==> src/rtl/board_referee_pkg.sv <==
// Shared encodings for the 3x3 board referee: cell marks, result codes,
// key code range, FSM states and the table of the eight winning lines.
package board_referee_pkg;

  localparam logic [1:0] CELL_EMPTY = 2'b00;
  localparam logic [1:0] CELL_X     = 2'b01;
  localparam logic [1:0] CELL_O     = 2'b10;

  localparam logic [1:0] GE_RUN  = 2'b00;
  localparam logic [1:0] GE_X    = 2'b01;
  localparam logic [1:0] GE_O    = 2'b10;
  localparam logic [1:0] GE_DRAW = 2'b11;

  localparam logic [3:0] KEY_NONE     = 4'd0;
  localparam logic [3:0] KEY_CELL_MIN = 4'd1;
  localparam logic [3:0] KEY_CELL_MAX = 4'd9;

  typedef enum logic [1:0] {
    ST_IDLE  = 2'd0,
    ST_PLAY  = 2'd1,
    ST_CHECK = 2'd2,
    ST_DONE  = 2'd3
  } state_t;

  // Zero-based cell index of position pos (0..2) on line (0..7):
  // lines 0..2 are rows, 3..5 columns, 6 the main diagonal, 7 the anti-diagonal.
  function automatic int line_cell(input int line, input int pos);
    if (line < 3)       return line * 3 + pos;
    else if (line < 6)  return pos * 3 + (line - 3);
    else if (line == 6) return pos * 4;
    else                return 2 + pos * 2;
  endfunction

endpackage

==> src/rtl/board_referee_win_checker.sv <==
// Combinational line evaluator: reports which mark owns a complete line
// (or EMPTY) and whether every cell is occupied. Also usable by the renderer.
module board_referee_win_checker
  import board_referee_pkg::*;
(
  input  logic [17:0] board,
  output logic [1:0]  winner,
  output logic        full
);

  logic [7:0] line_x;
  logic [7:0] line_o;
  logic [8:0] occupied;

  genvar gi;

  // One comparator triple per line, cell positions taken from the line table.
  generate
    for (gi = 0; gi < 8; gi++) begin : g_line
      localparam int C0 = line_cell(gi, 0);
      localparam int C1 = line_cell(gi, 1);
      localparam int C2 = line_cell(gi, 2);
      assign line_x[gi] = (board[2*C0 +: 2] == CELL_X) &&
                          (board[2*C1 +: 2] == CELL_X) &&
                          (board[2*C2 +: 2] == CELL_X);
      assign line_o[gi] = (board[2*C0 +: 2] == CELL_O) &&
                          (board[2*C1 +: 2] == CELL_O) &&
                          (board[2*C2 +: 2] == CELL_O);
    end
    for (gi = 0; gi < 9; gi++) begin : g_cell
      assign occupied[gi] = (board[2*gi +: 2] != CELL_EMPTY);
    end
  endgenerate

  // Only the player who just moved can complete a line, so priority is moot.
  always_comb begin
    winner = CELL_EMPTY;
    if (|line_x)      winner = CELL_X;
    else if (|line_o) winner = CELL_O;
    full = &occupied;
  end

endmodule

==> src/rtl/board_referee.sv <==
// Game-rule engine: turns keypad presses into moves on a 3x3 grid, runs the
// per-move BCD countdown with forfeit on timeout, and reports win/draw.
module board_referee
  import board_referee_pkg::*;
#(
  parameter int TICKS_PER_SEC = 100,
  parameter int MOVE_TIME     = 15
) (
  input  logic        keypad_clock,
  input  logic        reset,
  input  logic        start,
  input  logic [3:0]  key_code,
  output logic [17:0] board,
  output logic        turn,
  output logic [1:0]  game_end,
  output logic [3:0]  time_ten,
  output logic [3:0]  time_one,
  output logic        move_ok
);

  localparam int         TICK_W     = (TICKS_PER_SEC > 1) ? $clog2(TICKS_PER_SEC) : 1;
  localparam logic [3:0] RELOAD_TEN = 4'(MOVE_TIME / 10);
  localparam logic [3:0] RELOAD_ONE = 4'(MOVE_TIME % 10);

  state_t             state_reg;
  logic [3:0]         prev_key_reg;
  logic [TICK_W-1:0]  tick_reg;

  logic               press_evt;
  logic               key_is_cell;
  logic [3:0]         cell_index;
  logic               cell_empty;
  logic               move_valid;
  logic               tick_wrap;
  logic               time_zero;
  logic [1:0]         win_winner;
  logic               win_full;

  board_referee_win_checker u_win_checker (
    .board  (board),
    .winner (win_winner),
    .full   (win_full)
  );

  // Edge-detect the key, decode the addressed cell and its occupancy.
  always_comb begin
    press_evt   = (key_code != KEY_NONE) && (prev_key_reg == KEY_NONE);
    key_is_cell = (key_code >= KEY_CELL_MIN) && (key_code <= KEY_CELL_MAX);
    cell_index  = key_code - 4'd1;
    cell_empty  = 1'b0;
    for (int k = 0; k < 9; k++) begin
      if (cell_index == 4'(k)) cell_empty = (board[2*k +: 2] == CELL_EMPTY);
    end
    move_valid  = press_evt && key_is_cell && cell_empty;
    tick_wrap   = (tick_reg == TICK_W'(TICKS_PER_SEC - 1));
    time_zero   = (time_ten == 4'd0) && (time_one == 4'd0);
  end

  // Previous key code, sampled every cycle so holds never re-trigger.
  always_ff @(posedge keypad_clock or negedge reset) begin
    if (!reset) prev_key_reg <= KEY_NONE;
    else        prev_key_reg <= key_code;
  end

  // Game FSM with registered board, turn, result, timer and move pulse.
  always_ff @(posedge keypad_clock or negedge reset) begin
    if (!reset) begin
      state_reg <= ST_IDLE;
      board     <= '0;
      turn      <= 1'b0;
      game_end  <= GE_RUN;
      time_ten  <= RELOAD_TEN;
      time_one  <= RELOAD_ONE;
      tick_reg  <= '0;
      move_ok   <= 1'b0;
    end else begin
      move_ok <= 1'b0;
      if (!start || state_reg == ST_IDLE) begin
        // Idle (or start dropped): hold a fresh game, begin once start is high.
        board     <= '0;
        turn      <= 1'b0;
        game_end  <= GE_RUN;
        time_ten  <= RELOAD_TEN;
        time_one  <= RELOAD_ONE;
        tick_reg  <= '0;
        state_reg <= start ? ST_PLAY : ST_IDLE;
      end else begin
        case (state_reg)
          ST_PLAY: begin
            if (move_valid) begin
              // A valid press beats a timeout landing on the same edge.
              for (int k = 0; k < 9; k++) begin
                if (cell_index == 4'(k)) board[2*k +: 2] <= turn ? CELL_O : CELL_X;
              end
              move_ok   <= 1'b1;
              state_reg <= ST_CHECK;
            end else if (tick_wrap) begin
              tick_reg <= '0;
              if (time_zero) begin
                turn     <= ~turn;
                time_ten <= RELOAD_TEN;
                time_one <= RELOAD_ONE;
              end else if (time_one == 4'd0) begin
                time_one <= 4'd9;
                time_ten <= time_ten - 4'd1;
              end else begin
                time_one <= time_one - 4'd1;
              end
            end else begin
              tick_reg <= tick_reg + TICK_W'(1);
            end
          end
          ST_CHECK: begin
            if (win_winner != CELL_EMPTY) begin
              game_end  <= win_winner;
              state_reg <= ST_DONE;
            end else if (win_full) begin
              game_end  <= GE_DRAW;
              state_reg <= ST_DONE;
            end else begin
              turn      <= ~turn;
              time_ten  <= RELOAD_TEN;
              time_one  <= RELOAD_ONE;
              tick_reg  <= '0;
              state_reg <= ST_PLAY;
            end
          end
          ST_DONE: state_reg <= ST_DONE;
          default: state_reg <= ST_IDLE;
        endcase
      end
    end
  end

endmodule

==> config.mk <==
export PLATFORM = sky130hd
export DESIGN_NAME = board_referee
export DESIGN_NICKNAME = d
export VERILOG_FILES = /design/src/rtl/board_referee_pkg.sv /design/src/rtl/board_referee_win_checker.sv /design/src/rtl/board_referee.sv
export SDC_FILE = /design/constraint.sdc
export NUM_CORES = 1
export LEC_CHECK = 0
export ABC_AREA = 1
export CAP_MARGIN = 20
export CORE_MARGIN = 3
export CORE_UTILIZATION = 43
export DETAILED_ROUTE_END_ITERATION = 16
export PLACE_DENSITY = 0.7
export SETUP_SLACK_MARGIN = 0.3
export SYNTH_ARGS = -nofsm -noshare
export SYNTH_HDL_FRONTEND = slang
export SYNTH_SLANG_ARGS = --single-unit
==> constraint.sdc <==
create_clock -name keypad_clock -period 2.21 [get_ports keypad_clock]
set_input_delay 0.221 -clock keypad_clock [delete_from_list [all_inputs] [get_ports keypad_clock]]
set_output_delay 0.221 -clock keypad_clock [all_outputs]
set_load 0.01 [all_outputs]
* Yosys cells after proc, flatten, opt, wreduce, memory -nomap -nowiden
Cells that the tools add are included.
Word-level totals: input port bits 7, latch bits 0, ROM bits 0, RAM bits 0, register bits 43, memories kept 0, word-level logic and storage cells 222
Cells by class: shift operators 0, muxes and demuxes 66, bitwise logic cells 1, div/mod/pow operators 0, $add $sub $neg 4, $lt $le $gt $ge 2, multipliers 0, reductions and logical operators 95, equal/unequal tests 37
Operators by type and width (number):
- 4-bit 2-to-1 mux | 14
- 18-bit 2-to-1 mux | 3
- 2-bit nonzero test | 22
- 2-bit 2-to-1 mux | 20
- 1-bit logical AND | 37
- 7-bit 2-to-1 mux | 5
- 3-bit AND reduction | 9
- 2-bit equality test, second input constant | 11
- 2-bit by 1-bit equality test with 1-bit output, second input constant | 10
- 2-bit logical NOT | 10
- 1-bit 2-to-1 mux | 19
- 3-bit inequality test, second input constant | 6
- 4-bit by 3-bit equality test with 1-bit output, second input constant | 4
- 4-bit logical NOT | 4
- 4-bit case mux with 2 select lines | 2
- 8-bit OR reduction | 2
- 7-bit case mux with 2 select lines | 1
- 6-bit AND reduction | 2
- 4-bit by 1-bit subtractor with 4-bit output, second input constant | 3
- 9-bit AND reduction | 1
- 4-bit by 2-bit equality test with 1-bit output, second input constant | 2
- 7-bit by 1-bit adder with 7-bit output, second input constant | 1
- 7-bit equality test, second input constant | 1
- 2-bit case mux with 3 select lines | 1
- other kinds (14) | 15

* Longest topological paths before layout
Gate-level depths: netlist (run 1).
word-level depth 15, depth in mapped cells 15, gate-level depth less buffers 15

* Modules after synthesis
From an unflattened synthesis (run 1), not the netlist that was laid out.
Second synthesis, totals: cell total of the unflattened synthesis 389, area total of the unflattened synthesis 2861.5 µm²
By module, submodules not included:
- board_referee | instances 1, area an instance 2516.2 µm², cells an instance 310
- board_referee_win_checker | instances 1, area an instance 345.3 µm², cells an instance 79

* Least setup slack after synthesis (run 1)
OpenSTA, ideal clock, no wires.
path kind register to register, start point register board[8], end point register time_ten[2], clock period less this slack 1.667 ns, setup time 0.118 ns, slack 0.543 ns, cell stages (with the launch flop) 14, required time 2.092 ns, arrival 1.549 ns, cell sequence dfrtp_1 -> inv_1 -> nand2_1 -> nor2_1 -> o21bai_1 -> nand2_1 -> nor2_1 -> nand2_1 -> nand2_1 -> nand2_1 -> nor2_4 -> nand3_2 -> nand2_1 -> nand2_1
On the way: word-level cells in the longest chain between the ends 9
RTL lines:
- start: declaration | line board_referee.sv:13 | output logic [17:0] board,
- start signal: indexed assignment | line board_referee.sv:93 | if (cell_index == 4'(k)) board[2*k +: 2] <= turn ? CELL_O : CELL_X;
- 2-bit equality test / 2-bit logical NOT (equally long branches) | line board_referee_win_checker.sv:27, board_referee.sv:52
- 1-bit logical AND / 1-bit 2-to-1 mux (equally long branches) | line board_referee_win_checker.sv:26, board_referee.sv:52
- 1-bit logical AND / 1-bit 2-to-1 mux (equally long branches) | line board_referee_win_checker.sv:27, board_referee.sv:52
- 8-bit OR reduction / 1-bit 2-to-1 mux (equally long branches) | line board_referee_win_checker.sv:39, board_referee.sv:52
- 2-bit 2-to-1 mux / 1-bit 2-to-1 mux (equally long branches) | line board_referee_win_checker.sv:39, board_referee.sv:52
- 2-bit 2-to-1 mux / 1-bit 2-to-1 mux (equally long branches) | line board_referee_win_checker.sv:38, board_referee.sv:52
- 2-bit nonzero test / 1-bit logical AND (equally long branches) | line board_referee.sv:114, board_referee.sv:54
- 3-bit inequality test (no source line)
- 6-bit AND reduction (no source line) *
- end signal: assignment | line board_referee.sv:105 | time_ten <= time_ten - 4'd1;
- end: declaration | line board_referee.sv:16 | output logic [3:0] time_ten,
Every way passes the cells marked *; elsewhere a longest branch is shown, timed or not. A chain may end at the register's enable or synchronous reset.

* Worst setup path after layout (run 1)
start point register board[1], end point register board[2]
On the way: word-level cells in the longest chain between the ends 13
RTL lines:
- 2-bit logical NOT | line board_referee.sv:52 | if (cell_index == 4'(k)) cell_empty = (board[2*k +: 2] == CELL_EMPTY);
- 1-bit 2-to-1 mux (9 in a row) | line board_referee.sv:52
- 1-bit logical AND | line board_referee.sv:54 | move_valid = press_evt && key_is_cell && cell_empty;
- 2-bit nonzero test (no source line)
- 3-bit AND reduction (no source line)
No other way between the ends.

==> impl_metrics.json, run 1 <==
{
  "slew_headroom_pct": 62.4,
  "reg2reg_depth": 14,
  "drt_iter0_markers": 177,
  "max_freq_mhz": 545,
  "fin_crit_ns": 1.84,
  "htreeDepth": 2,
  "combPwrFrac_pct": 16.0,
  "dp_cells": 511,
  "place_ws_ns": 0.0260,
  "wl_per_cell_um": 13.5,
  "viasPerCell": 5.12,
  "grt_max_degree": 44,
  "rsz0062_at_grt": "yes",
  "path_clk_slew_ns": 0.09,
  "ys_top_cells_by_area": "dfrtp_1 37%, nand2_1 17%, inv_1 7.6%",
  "first_pass_iters": 4,
  "layout.nets": 480,
  "n_antenna_cell": 0,
  "p_int_mw": 1.31,
  "placed_area_um2": 3240,
  "synth_warnings": 0,
  "clk_latency_ns": 0.29,
  "avgSynthCellArea_um2": 6.95,
  "numClockSinks": 43,
  "finalInstanceArea_um2": 3790,
  "finalCritPeriodShare_pct": 83.1,
  "pwr-share-seq_pct": 47.6,
  "max-clock-path-buffers": 2,
  "drc": 0,
  "p_sw_mw": 0.479,
  "crit_type": "reg -> reg",
  "tightest_slew_ns": 0.564,
  "fin_ws_ns": 0.374,
  "ios": 37,
  "synth_top_area_share_pct": 36.7,
  "largest_reg_flops": 18,
  "endpoint_kind": "flip-flop",
  "finalPower_mw": 1.78,
  "yosysSeqAreaShare_pct": 39.6,
  "required_ns": 2.40,
  "netlist-cell-type-count": 35,
  "setup_tns_ns": 0,
  "wl_mm": 7.35,
  "die_y_um": 85.6,
  "outcome": "complete, but fails checks",
  "globalplace.congestion": 0.872,
  "synthesis.area_um2": 2730,
  "gr-total-overflow": 0,
  "dieArea_um2": 7330,
  "cts_hold_buf": 0,
  "p_sw_share_pct": 26.8,
  "syn_inst": 392,
  "start_util_pct": 45.2,
  "synth-edff-count": 0,
  "final_cells": 545,
  "hold_path_class": "in -> async",
  "num_rows": 28,
  "yosysMostFrequentCell": "nand2_1",
  "cp_max_fo": 5,
  "power_frac_clock_pct": 36.3,
  "port_buffers": 36,
  "grt_usage_pct": 20.5,
  "grt_pass1_vias": 2561,
  "setup_violations": 0,
  "ir_worst_vdd_uv": 483,
  "finalHoldViolCount": 6,
  "fin_util_pct": 62.9,
  "cts_tree": "built",
  "numCtsBuffers": 5,
  "p_leak_nw": 1.95,
  "layout-drive-gt1-share_pct": 27.2,
  "synth_common_cells": "122 x nand2_1, 55 x inv_1, 48 x nor2_1",
  "grt_pass1_wl_mm": 12.2,
  "whs_ns": -0.00788,
  "routed-via-count": 2793,
  "place_hpwl_mm": 5.07,
  "arrival_ns": 2.03,
  "max-cap-violations": 0,
  "cts_root_buffer": "clkbuf_8",
  "synth-async-reset-ratio_pct": 100,
  "final_antenna_net_count": 0,
  "violations": "negative hold slack",
  "die_width_um": 85.6,
  "drv_slew": 0,
  "synthFlopType": "dfrtp_1",
  "synth_top_area_cell": "dfrtp_1",
  "core_um2": 6030,
  "finalClockSkew_ns": 0.00506,
  "ys_ff_latch": 43,
  "antenna_found_initial": 0,
  "start_kind": "flip-flop",
  "areaGrowthSynthToFinish_pct": 39.1,
  "syn-num-nets": 403,
  "pwr_density_cell_nw_per_um2": 471
}
[power groups by stage]
stage / Combinational [mW] / Clock, mW / Sequential [mW]
floorplan: 0.134 / 0 / 0.869
global placement: 0.260 / 0 / 0.864
detailed placement: 0.262 / 0 / 0.865
CTS: 0.265 / 0.659 / 0.849
global route: 0.321 / 0.698 / 0.856
finish: 0.286 / 0.648 / 0.850
[per-layer routing]
layer / up-vias / GRT usage, % / share of wire, %
li1: 1398 / - / -
met1: 1336 / 31.1 / 49
met2: 55 / 31.4 / 46
met3: 4 / 2.88 / 4.1
met4: 0 / 3.74 / 0.58
met5: - / 0 / 0
[worst paths after layout]
kind | endpoint | from | slack [ns]
max | board[2] | board[1] | 0.37
min | tick_reg[3] | reset | -0.008
max reg2reg | board[2] | board[1] | 0.37
min reg2reg | time_ten[0] | time_ten[0] | 0.50
max in group asynchronous | board[14] | reset | 1.80
min in group keypad_clock | prev_key_reg[1] | key_code[1] | 0.16
[kinds of logic (layout without fill, tap and decap cells)]
group | count (synthesis) | in the layout | synth area share (%)
AO/OA/AOI/OAI | 34 | 34 | 8.26
XOR/XNOR | 5 | 5 | 1.61
adder cells (fa/ha/maj) | 4 | 4 | 1.84
buffers and inverters | 63 | 141 | 9.00
flip-flops | 43 | 43 | 39.6
AND/OR/NAND/NOR | 243 | 243 | 39.7
[critical path: stages (launching register included)]
cell and delay, ns:
dfrtp_1 0.42, buf_4 0.15, nor2_2 0.04, nand3_1 0.07, nand2_1 0.05, nand2_1 0.09, nand3_2 0.08, nand2_2 0.09
nand4_4 0.13, nand2_4 0.14, clkinvlp_4 0.18, nand2_2 0.14, inv_1 0.06, nand2_1 0.05, nand2_1 0.05
[cell type report]
type	count	area (µm²)
clock inverters	2	35.0
flip-flops and latches	43	1090
clock buffers	6	82.6
repair inverters	1	7.51
fillers	539	2240
well taps	75	93.8
repair buffers	73	663
multi-input cells	286	1600
inverters	59	224
[timing repair]
item / 4_1_cts / 5_1_grt
setup endpoints to repair: 9 / 37
buffers inserted: 12 / 13
endpoints found under the hold margin: 0 / 0
cloned: 0 / 1
pin swaps: 5 / 22
resized for setup: 6 / 70
[cell usage in the layout (no fill, tap or decap), types with 5 or more instances in the layout]
cell / count
nand2_1: 99
inv_1: 49
nor2_1: 38
dfrtp_1: 35
nand3_1: 34
buf_4: 34
clkdlybuf4s50_1: 31
nand2_2: 20
nand4_1: 12
o21ai_2: 10
nor2_2: 10
inv_2: 9
o21ai_1: 9
clkbuf_8: 6
nor3_1: 5
o21bai_1: 5
dfrtp_2: 5
(Power assumes the default switching activity.)
==> run 2: changes to the inputs <==
==> constraint.sdc (replaced) <==
create_clock -name keypad_clock -period 1.7 [get_ports keypad_clock]
set_input_delay 0.17 -clock keypad_clock [delete_from_list [all_inputs] [get_ports keypad_clock]]
set_output_delay 0.17 -clock keypad_clock [all_outputs]
set_load 0.01 [all_outputs]
==> run 2 against run 1 <==
The run ends with negative setup slack left; flip-flop and latch count unchanged; sequential share of layout area fell by 2.8 points; die area is the same; sequential power is 28% higher; critical path depth down 1; critical path type unchanged; critical endpoint is now tick_reg[0]; largest cell class unchanged.
==> impl_metrics.json, run 2 (synthesis results as in run 1) <==
{
  "crit_type": "reg -> reg",
  "cts_tree": "built",
  "wl_mm": 8.12,
  "grt_pass1_vias": 2771,
  "numClockSinks": 43,
  "routed-via-count": 2966,
  "largest_reg_flops": 18,
  "final_antenna_net_count": 0,
  "fin_ws_ns": -0.164,
  "start_util_pct": 45.2,
  "pwr_density_cell_nw_per_um2": 547,
  "p_leak_nw": 2.29,
  "drc": 0,
  "crit_chain": "buf_4 > nor2_4 > nand3_1 > nand2_1 > nand2_1 > nand3_2 > nand2_2 > nand4_4 > buf_4 > nand3_2 > o21ai_4 > clkbuf_16 > o21ai_2",
  "hold_path_class": "in -> reg",
  "n_antenna_cell": 0,
  "fin_crit_ns": 1.86,
  "use_met3_pct": 4.32,
  "tightest_slew_ns": 0.722,
  "core_um2": 6030,
  "start_kind": "flip-flop",
  "use_met2_pct": 36.9,
  "path_buf_inv": 3,
  "htreeDepth": 2,
  "endpoint_kind": "flip-flop",
  "setup_violations": 29,
  "worst-path-stages": 13,
  "cpLargestDelayFamily": "simple AND/OR/NAND/NOR gates",
  "die_width_um": 85.6,
  "r2r_setup_slack_ns": -0.16,
  "grt-busiest-layer": "met2",
  "grt_max_degree": 32,
  "crit_slowest_cell": "dfrtp_1",
  "wl_per_cell_um": 13.7,
  "crit_end": "tick_reg[0]",
  "finalClockSkew_ns": 0.00893,
  "numCtsBuffers": 5,
  "cp_max_fo": 7,
  "finalPower_mw": 2.28,
  "place_ws_ns": -0.418,
  "num_rows": 28,
  "arrival_ns": 2.06,
  "port_buffers": 36,
  "final_cells": 594,
  "areaGrowthSynthToFinish_pct": 53.0,
  "viasPerCell": 4.99,
  "whs_ns": 0.152,
  "reg2reg_depth": 13,
  "finalHoldViolCount": 0,
  "dp_cells": 567,
  "clk_latency_ns": 0.30,
  "antenna_found_initial": 0,
  "path_clk_slew_ns": 0.09,
  "rr_endpoint": "tick_reg[0]",
  "rsz0062_at_grt": "yes",
  "grt_usage_pct": 22.4,
  "die_y_um": 85.6,
  "violations": "negative setup slack",
  "max_freq_mhz": 536,
  "first_pass_iters": 4,
  "dieArea_um2": 7330,
  "max-cap-violations": 0,
  "layout-drive-gt1-share_pct": 33.1,
  "gr-total-overflow": 0,
  "required_ns": 1.90,
  "drt_iter0_markers": 138,
  "grt_pass1_wl_mm": 13.1,
  "ios": 37,
  "layout.nets": 529,
  "grtUsageMet1_pct": 30.4,
  "slew_headroom_pct": 51.9,
  "r2r_start": "board[1]",
  "critical-path-max-stage-delay_ns": 0.42,
  "max-clock-path-buffers": 2,
  "cts_root_buffer": "clkbuf_8",
  "ir_worst_vdd_uv": 413,
  "final_common_cell": "nand2_1",
  "place_hpwl_mm": 5.58,
  "startpoint": "board[1]",
  "finalCritPeriodShare_pct": 110,
  "layout_common_cells": "104 x nand2_1, 76 x buf_4, 46 x inv_1",
  "globalplace.congestion": 0.880,
  "outcome": "complete, but fails checks",
  "drv_slew": 0
}
run 2: cell count changes in the layout (fill, tap and decap cells not counted), moves of 4 or more:
| cell | change |
|---|---|
| buf_4 | +42 |
| clkbuf_2 | +5 |
| clkdlybuf4s50_1 | -28 |
| dfrtp_1 | +5 |
| dfrtp_2 | -5 |
| dlygate4sd2_1 | +23 |
| nand2_1 | +5 |
| nand2_2 | -4 |
| nand3_1 | -7 |
| nand3_4 | +5 |
| nor2_2 | -4 |
| o21ai_1 | +5 |
| o21ai_2 | -4 |
run 2: how the worst min path moves through the flow:
stage	startpoint	to	slack, ns	cells past startpoint
2_1_floorplan	reset	board[0]	-0.13	0
3_3_place_gp	reset	tick_reg[3]	0.27	1
3_5_place_dp	reset	tick_reg[3]	0.27	1
4_1_cts	key_code[3]	prev_key_reg[3]	0.16	1
5_1_grt	key_code[3]	prev_key_reg[3]	0.16	1
6_report	key_code[3]	prev_key_reg[3]	0.15	1
run 2: power breakdown:
group | leakage [nW] | total [mW] | internal [mW] | switching [mW]
combinational | 1.66 | 0.446 | 0.203 | 0.243
clock | 0.0515 | 0.744 | 0.372 | 0.373
sequential | 0.576 | 1.09 | 1.06 | 0.0258
run 2: worst register-to-register path, delay by kind of cell, from the launching register on:
kind | cells | cell delay, ns
buffers and inverters | 3 | 0.50
AND/OR/NAND/NOR | 8 | 0.66
flip-flops | 1 | 0.42
AO/OA/AOI/OAI | 2 | 0.19
run 2: through the flow:
step           utilization (%)  cell area, µm²  setup TNS [ns]
3_5_place_dp              61.6            3710          -12.78
5_1_grt                   69.2            4170           -6.88
2_1_floorplan                -            2770               0
4_1_cts                   67.4            4060          -0.877
3_3_place_gp              61.6            3710          -11.03
6_report                  69.2            4170           -3.26
run 2: layout make-up:
class,instances,area (µm²)
Inverter,59,229
Timing Repair Buffer,122,1030
Fill cell,499,1860
Tap cell,75,93.8
Timing Repair inverter,1,7.51
Multi-Input combinational cell,286,1630
Sequential cell,43,1080
Clock buffer,8,100
run 2: metal layers:
metal,routed length (µm),vias up
li1,-,1496
met1,3750,1382
met2,3900,78
met3,375,10
met4,101,0
met5,0,-
run 2: timing repair:
action                                  4_1_cts  5_1_grt
endpoints found under the setup margin       66       47
hold buffers                                  1        0
hold endpoints to repair                     26        0
gates resized for setup                      76       32
pin swaps                                    13       12
buffers inserted                             12        4
cloned                                        1        1
